File: src/rtl/md_led_driver.sv
// md_led_driver: captures dunc16 write data and time-multiplexes it onto 8 LEDs
// Optional STAT display phase is compiled in with `define LED_STATUS_EN.
module md_led_driver #(
    parameter int          DIV_W      = 24,
    parameter logic [15:0] RESET_WORD = 16'h0000
) (
    input  logic        clk,
    input  logic        rst_n,
    input  logic [15:0] md_out,
    input  logic        setwrite,
    input  logic        clrwrite,
    input  logic        t0,
    input  logic        t1,
    input  logic        execute,
    input  logic        i_sta,
    output logic [7:0]  led
);
    typedef enum logic {IDLE, WRITING} state_t;

    state_t         state;
    logic [15:0]    data_reg;
    logic [2:0]     wr_cnt;
    logic [DIV_W-1:0] presc;
    logic [7:0]     led_next;
    logic           capture;

`ifdef LED_STATUS_EN
    logic [1:0] phase;
`else
    logic       phase;
    logic       unused_status;
    assign unused_status = ^{execute, i_sta, t0, t1, wr_cnt};
`endif

    // A zero-length write (both strobes in IDLE) captures as well as a normal close.
    assign capture = clrwrite && (setwrite || state == WRITING);

    // Write-cycle FSM with data capture and write counter
    always_ff @(posedge clk or negedge rst_n) begin
        if (!rst_n) begin
            state    <= IDLE;
            data_reg <= RESET_WORD;
            wr_cnt   <= 3'd0;
        end else begin
            if (capture) begin
                data_reg <= md_out;
                wr_cnt   <= wr_cnt + 3'd1;
            end
            case (state)
                IDLE:    if (setwrite && !clrwrite) state <= WRITING;
                WRITING: if (clrwrite) state <= IDLE;
                default: state <= IDLE;
            endcase
        end
    end

    // Free-running prescaler; the display phase advances on its wrap
    always_ff @(posedge clk or negedge rst_n) begin
        if (!rst_n) begin
            presc <= '0;
            phase <= '0;
        end else begin
            presc <= presc + DIV_W'(1);
`ifdef LED_STATUS_EN
            if (&presc) phase <= (phase == 2'd2) ? 2'd0 : phase + 2'd1;
`else
            if (&presc) phase <= ~phase;
`endif
        end
    end

    // Select the LED source for the current phase
    always_comb begin
`ifdef LED_STATUS_EN
        led_next = (phase == 2'd2) ? {execute, i_sta, t0, t1, state == WRITING, wr_cnt}
                 : phase[0] ? data_reg[15:8] : data_reg[7:0];
`else
        led_next = phase ? data_reg[15:8] : data_reg[7:0];
`endif
    end

    // Registered LED drive
    always_ff @(posedge clk or negedge rst_n) begin
        if (!rst_n) led <= RESET_WORD[7:0];
        else        led <= led_next;
    end
endmodule

File: config.mk
export PLATFORM = sky130hd
export DESIGN_NAME = md_led_driver
export DESIGN_NICKNAME = d
export VERILOG_FILES = /design/src/rtl/md_led_driver.sv
export SDC_FILE = /design/constraint.sdc
export NUM_CORES = 1
export LEC_CHECK = 0
export CORE_MARGIN = 2
export CORE_UTILIZATION = 40
export CTS_BUF_LIST = sky130_fd_sc_hd__clkbuf_4 sky130_fd_sc_hd__clkbuf_8
export DETAILED_ROUTE_END_ITERATION = 7
export GPL_TIMING_DRIVEN = 0
export PLACE_DENSITY_LB_ADDON = 0.08
export RECOVER_POWER = 100
export SLEW_MARGIN = 5
export SYNTH_ARGS = -nofsm -noshare
export SYNTH_HDL_FRONTEND = slang
export SYNTH_SLANG_ARGS = --single-unit
export TNS_END_PERCENT = 1
File: constraint.sdc
create_clock -name clk -period 1.4 [get_ports clk]
set_input_delay 0.28 -clock clk [delete_from_list [all_inputs] [get_ports clk]]
set_output_delay 0.28 -clock clk [all_outputs]
set_load 0.05 [all_outputs]
=== Word level (Yosys, flattened, before mapping) ===
Cells that the tools add are included.

* Flip-flop bits (word level): 50
* Input bits: 24
* Output and inout bits: 8
* Word-level logic and storage cells: 17

* $add $sub $neg: 1
* Multiplexer cells: 4
* Bitwise operators: 2
* Reductions and logical operators: 5

{| class="wikitable"
|+ Operators with widths
! operator !! count
|-
| 24-bit by 1-bit adder with 24-bit output (second input constant) || 1
|-
| 24-bit AND reduction || 1
|-
| 8-bit 2-to-1 mux || 1
|-
| 1-bit logical AND || 2
|-
| 1-bit 2-to-1 mux || 2
|-
| 1-bit NOT || 2
|-
| 1-bit case mux with 2 select lines || 1
|-
| 1-bit zero test || 1
|-
| 1-bit logical OR || 1
|}

=== Longest topological paths before layout ===
* Depth in word-level cells: 4
* Mapped depth: 5
* Depth with buffers taken out: 5

=== Worst setup path after synthesis ===
OpenSTA, ideal clock, no wires.

* Path kind: reg2reg
* Start point: reg presc[0]
* End point: reg phase
* Setup time: 0.136 ns
* Data arrival time: 1.269 ns
* Required time: 1.264 ns
* Path slack: -0.005 ns
* Stages on the path, launching flop included: 6
* Path buffers: 0
* Clock period less this slack: 1.405 ns
* Cells stage by stage: dfrtp_1 ha_1 nand4_1 nor3_4 nand4_1 xnor2_1

* Cells in the longest elaborated chain, start to end: 1

{| class="wikitable"
|+ Ends and longest elaborated chain
! item !! RTL line !! text
|-
| start, declared || 23 || <nowiki>logic [DIV_W-1:0] presc;</nowiki>
|-
| start signal, assigned || 63 || <nowiki>presc <= presc + DIV_W'(1);</nowiki>
|-
| 24-bit AND reduction || 67 || <nowiki>if (&presc) phase <= ~phase;</nowiki>
|-
| end signal, assigned || 67 ||
|-
| end, declared || 30 || <nowiki>logic phase;</nowiki>
|}

Every way passes these cells.
A chain may end at the register's enable or synchronous reset.

=== Worst setup path after layout ===
* Start point: in setwrite
* End point: reg data_reg[10]

* Cells in the longest elaborated chain, start to end: 2

{| class="wikitable"
|+ Ends and longest elaborated chain
! item !! RTL line !! text
|-
| start, declared || 10 || <nowiki>input logic setwrite,</nowiki>
|-
| 1-bit logical OR || 36 || <nowiki>assign capture = clrwrite && (setwrite || state == WRITING);</nowiki>
|-
| 1-bit logical AND || 36 ||
|-
| end signal, assigned || 46 || <nowiki>data_reg <= md_out;</nowiki>
|-
| end, declared || 21 || <nowiki>logic [15:0] data_reg;</nowiki>
|}

Every way passes these cells.

==> impl_metrics.env <==
export IMPL_run_status="complete, but fails checks"
export IMPL_violations="setup timing"
export IMPL_numCtsBuffers=5
export IMPL_htreeDepth=2
export IMPL_grt_overflow_total=0
export IMPL_tightest_slew_ns=0.566
export IMPL_gp_congestion=0.778
export IMPL_placed_area_um2=2400
export IMPL_relSlewSlack_pct=62.3
export IMPL_io_pins=32
export IMPL_ir_drop_uv=453
export IMPL_synth_top_area_share_pct=61.6
export IMPL_die_area_um2=5670
export IMPL_cts_root_buf="clkbuf_8"
export IMPL_max_freq_ghz=0.711
export IMPL_via_count=1227
export IMPL_postSynthAreaPerCell_um2=14.1
export IMPL_yosys_area_top_type="dfrtp_1"
export IMPL_first_pass_iters=4
export IMPL_layout_commonest_cell="dfrtp_1"
export IMPL_path_max_fanout=10
export IMPL_grt_max_degree=30
export IMPL_vias_per_cell=4.67
export IMPL_syn_to_final_growth_pct=30.8
export IMPL_post_route_util_pct=55.2
export IMPL_rows=25
export IMPL_worst_setup_path_end_kind="flip-flop"
export IMPL_layout_nets=220
export IMPL_clk_path_buf_depth=2
export IMPL_layout_cells_most_common_list="46 x dfrtp_1, 24 x mux2_2, 20 x xnor2_1"
export IMPL_synth_seq_cells=50
export IMPL_p_int_mw=2.27
export IMPL_grt_pass1_vias=1308
export IMPL_power_leakage_nw=1.16
export IMPL_yosysWarnings=0
export IMPL_drive_gt1_share_pct=36.2
export IMPL_yosys_top_cells_area="dfrtp_1 62%, mux2_2 13%, xnor2_1 8.6%, nand3_1 2.7%, nand4_4 2.1%"
export IMPL_clk_latency_ns=0.30
export IMPL_io_buffers=27
export IMPL_ys_seq_area_share_pct=61.6
export IMPL_cts_tree="built"
export IMPL_wire_per_inst_um=13.2
export IMPL_pre_cts_ws_ns=-0.554
export IMPL_start_util_pct=42.2
export IMPL_fin_crit_ns=1.41
export IMPL_core_area_um2=4820
export IMPL_period_share_pct=101
export IMPL_rsz0062_at_grt="yes"
export IMPL_finish_instance_area_um2=2660
export IMPL_worstSetupStartpointType="input port"
export IMPL_synth_cells=144
export IMPL_worst_path_largest_cell_delay_ns=0.59
export IMPL_whs_ns=0.477
export IMPL_maxCapViolCount=0
export IMPL_routed_wl_um=3460
export IMPL_netlist_area_um2=2030
export IMPL_setup_slack_ns=-0.00711
export IMPL_clock_skew_final_ns=0.00797
export IMPL_final_max_slew_violation_count=0
export IMPL_setup_viol=3
export IMPL_die_w_um=75.3
export IMPL_dp_hpwl_um=2380
export IMPL_path_cells="dlygate4sd3_1, o21ai_4, buf_4, mux2_2"
export IMPL_clock_sinks=50
export IMPL_synthesis_nets=169
export IMPL_grt_usage_pct=13.9
export IMPL_p_sw_share_pct=23.7
export IMPL_ant_nets=0
export IMPL_chipHeight_um=75.3
export IMPL_pwr_share_clk_pct=33.6
export IMPL_antenna_cells=0
export IMPL_min_path_type="reg2reg"
export IMPL_synth_cell_types=20
export IMPL_required_ns=1.58
export IMPL_cp_slowest_cell="dlygate4sd3_1"
export IMPL_route_detailed_drc=0
export IMPL_largest_reg_flops=24
export IMPL_p_comb_share_pct=13.1
export IMPL_power_switching_uw=705
export IMPL_critical_path_class="in2reg"
export IMPL_powerDensity_nw_per_um2=1120
export IMPL_crit_arrival_ns=1.59
export IMPL_power_frac_seq_pct=53.3
export IMPL_antenna_found_initial=0
export IMPL_clk_pin_slew_worst_paths_ns=0.08
export IMPL_grt_pass1_wl_um=5770
export IMPL_drt_iter0_drc=54
export IMPL_hold_viol_final=0
-- cells by family (layout without fill, tap and decap cells) --
logic type               Yosys count  count (layout)  synth area share (%)
AO/OA/AOI/OAI                      1               1                 0.431
XOR/XNOR                          23              23                  9.91
adder cells (fa/ha/maj)            1               1                 0.616
buffers and inverters              5              57                 0.985
flip-flops                        50              50                  61.6
multiplexers                      24              24                  13.3
AND/OR/NAND/NOR                   40              40                  13.2
-- path summary, 6_finish.rpt --
check | start | to | slack (ns) | cells past startpoint
max | setwrite | data_reg[10] | -0.007 | 4
min reg2reg | presc[19] | presc[19] | 0.48 | 1
min in group asynchronous | rst_n | data_reg[14] | 0.49 | 2
max in group asynchronous | rst_n | presc[10] | 0.37 | 3
min | presc[19] | presc[19] | 0.48 | 1
max reg2reg | presc[6] | presc[13] | 0.01 | 5
-- critical path, delay by kind of cell --
kind	cells	cell delay, ns
mux	1	0.35
buf+inv	2	0.80
compound gates	1	0.16
-- Yosys cell counts (all sizes together) --
cell type and count:
ha 1, dfrtp 50, nor2 6, xnor2 20
and3 1, buf 1, clkbuf 1, xor2 3
nand2 9, nand3 11, and2 1, nand4 7
nor3 2, nor4 3, mux2 24, inv 3
o21ai 1
-- metrics by stage --
stage	instances	TNS, ns	power, mW
global route	263	-0.776	3.13
CTS	257	-0.324	3.04
finish	263	-0.0157	2.98
floorplan	144	-0.00494	1.84
global placement	238	-69.61	2.01
detailed placement	239	-8.13	2.03
-- power by group through the flow --
stage | logic (mW) | clock network, mW | registers [mW]
after CTS | 0.407 | 1.05 | 1.59
after global placement | 0.400 | 0 | 1.61
final | 0.390 | 1.00 | 1.59
after floorplan | 0.112 | 0 | 1.73
after global routing | 0.418 | 1.11 | 1.60
after detailed placement | 0.414 | 0 | 1.62
-- routing by layer --
layer | vias to the layer above | global-route usage, % | part of all wire (%)
li1 | 595 | - | -
met1 | 607 | 15.6 | 43
met2 | 21 | 24.6 | 52
met3 | 4 | 4.15 | 4.3
met4 | 0 | 5.85 | 1.1
met5 | - | 0 | 0
-- final cells by class --
type                            instances  area, um2
Clock inverter                          2       37.5
Timing Repair Buffer                   44        390
Fill cell                             431       2160
Sequential cell                        50       1260
Inverter                                3       11.3
Buffer                                  2       11.3
Multi-Input combinational cell         89        792
Clock buffer                            6       76.3
Tap cell                               67       83.8
-- repair_timing --
action / in CTS / in global routing
gates cloned: 0 / 0
endpoints found under the setup margin: 32 / 20
endpoints found under the hold margin: 21 / 0
pin swaps: 8 / 3
hold buffers: 1 / 0
setup buffers: 9 / 6
gates resized for setup: 24 / 11
(Power assumes the default switching activity.)
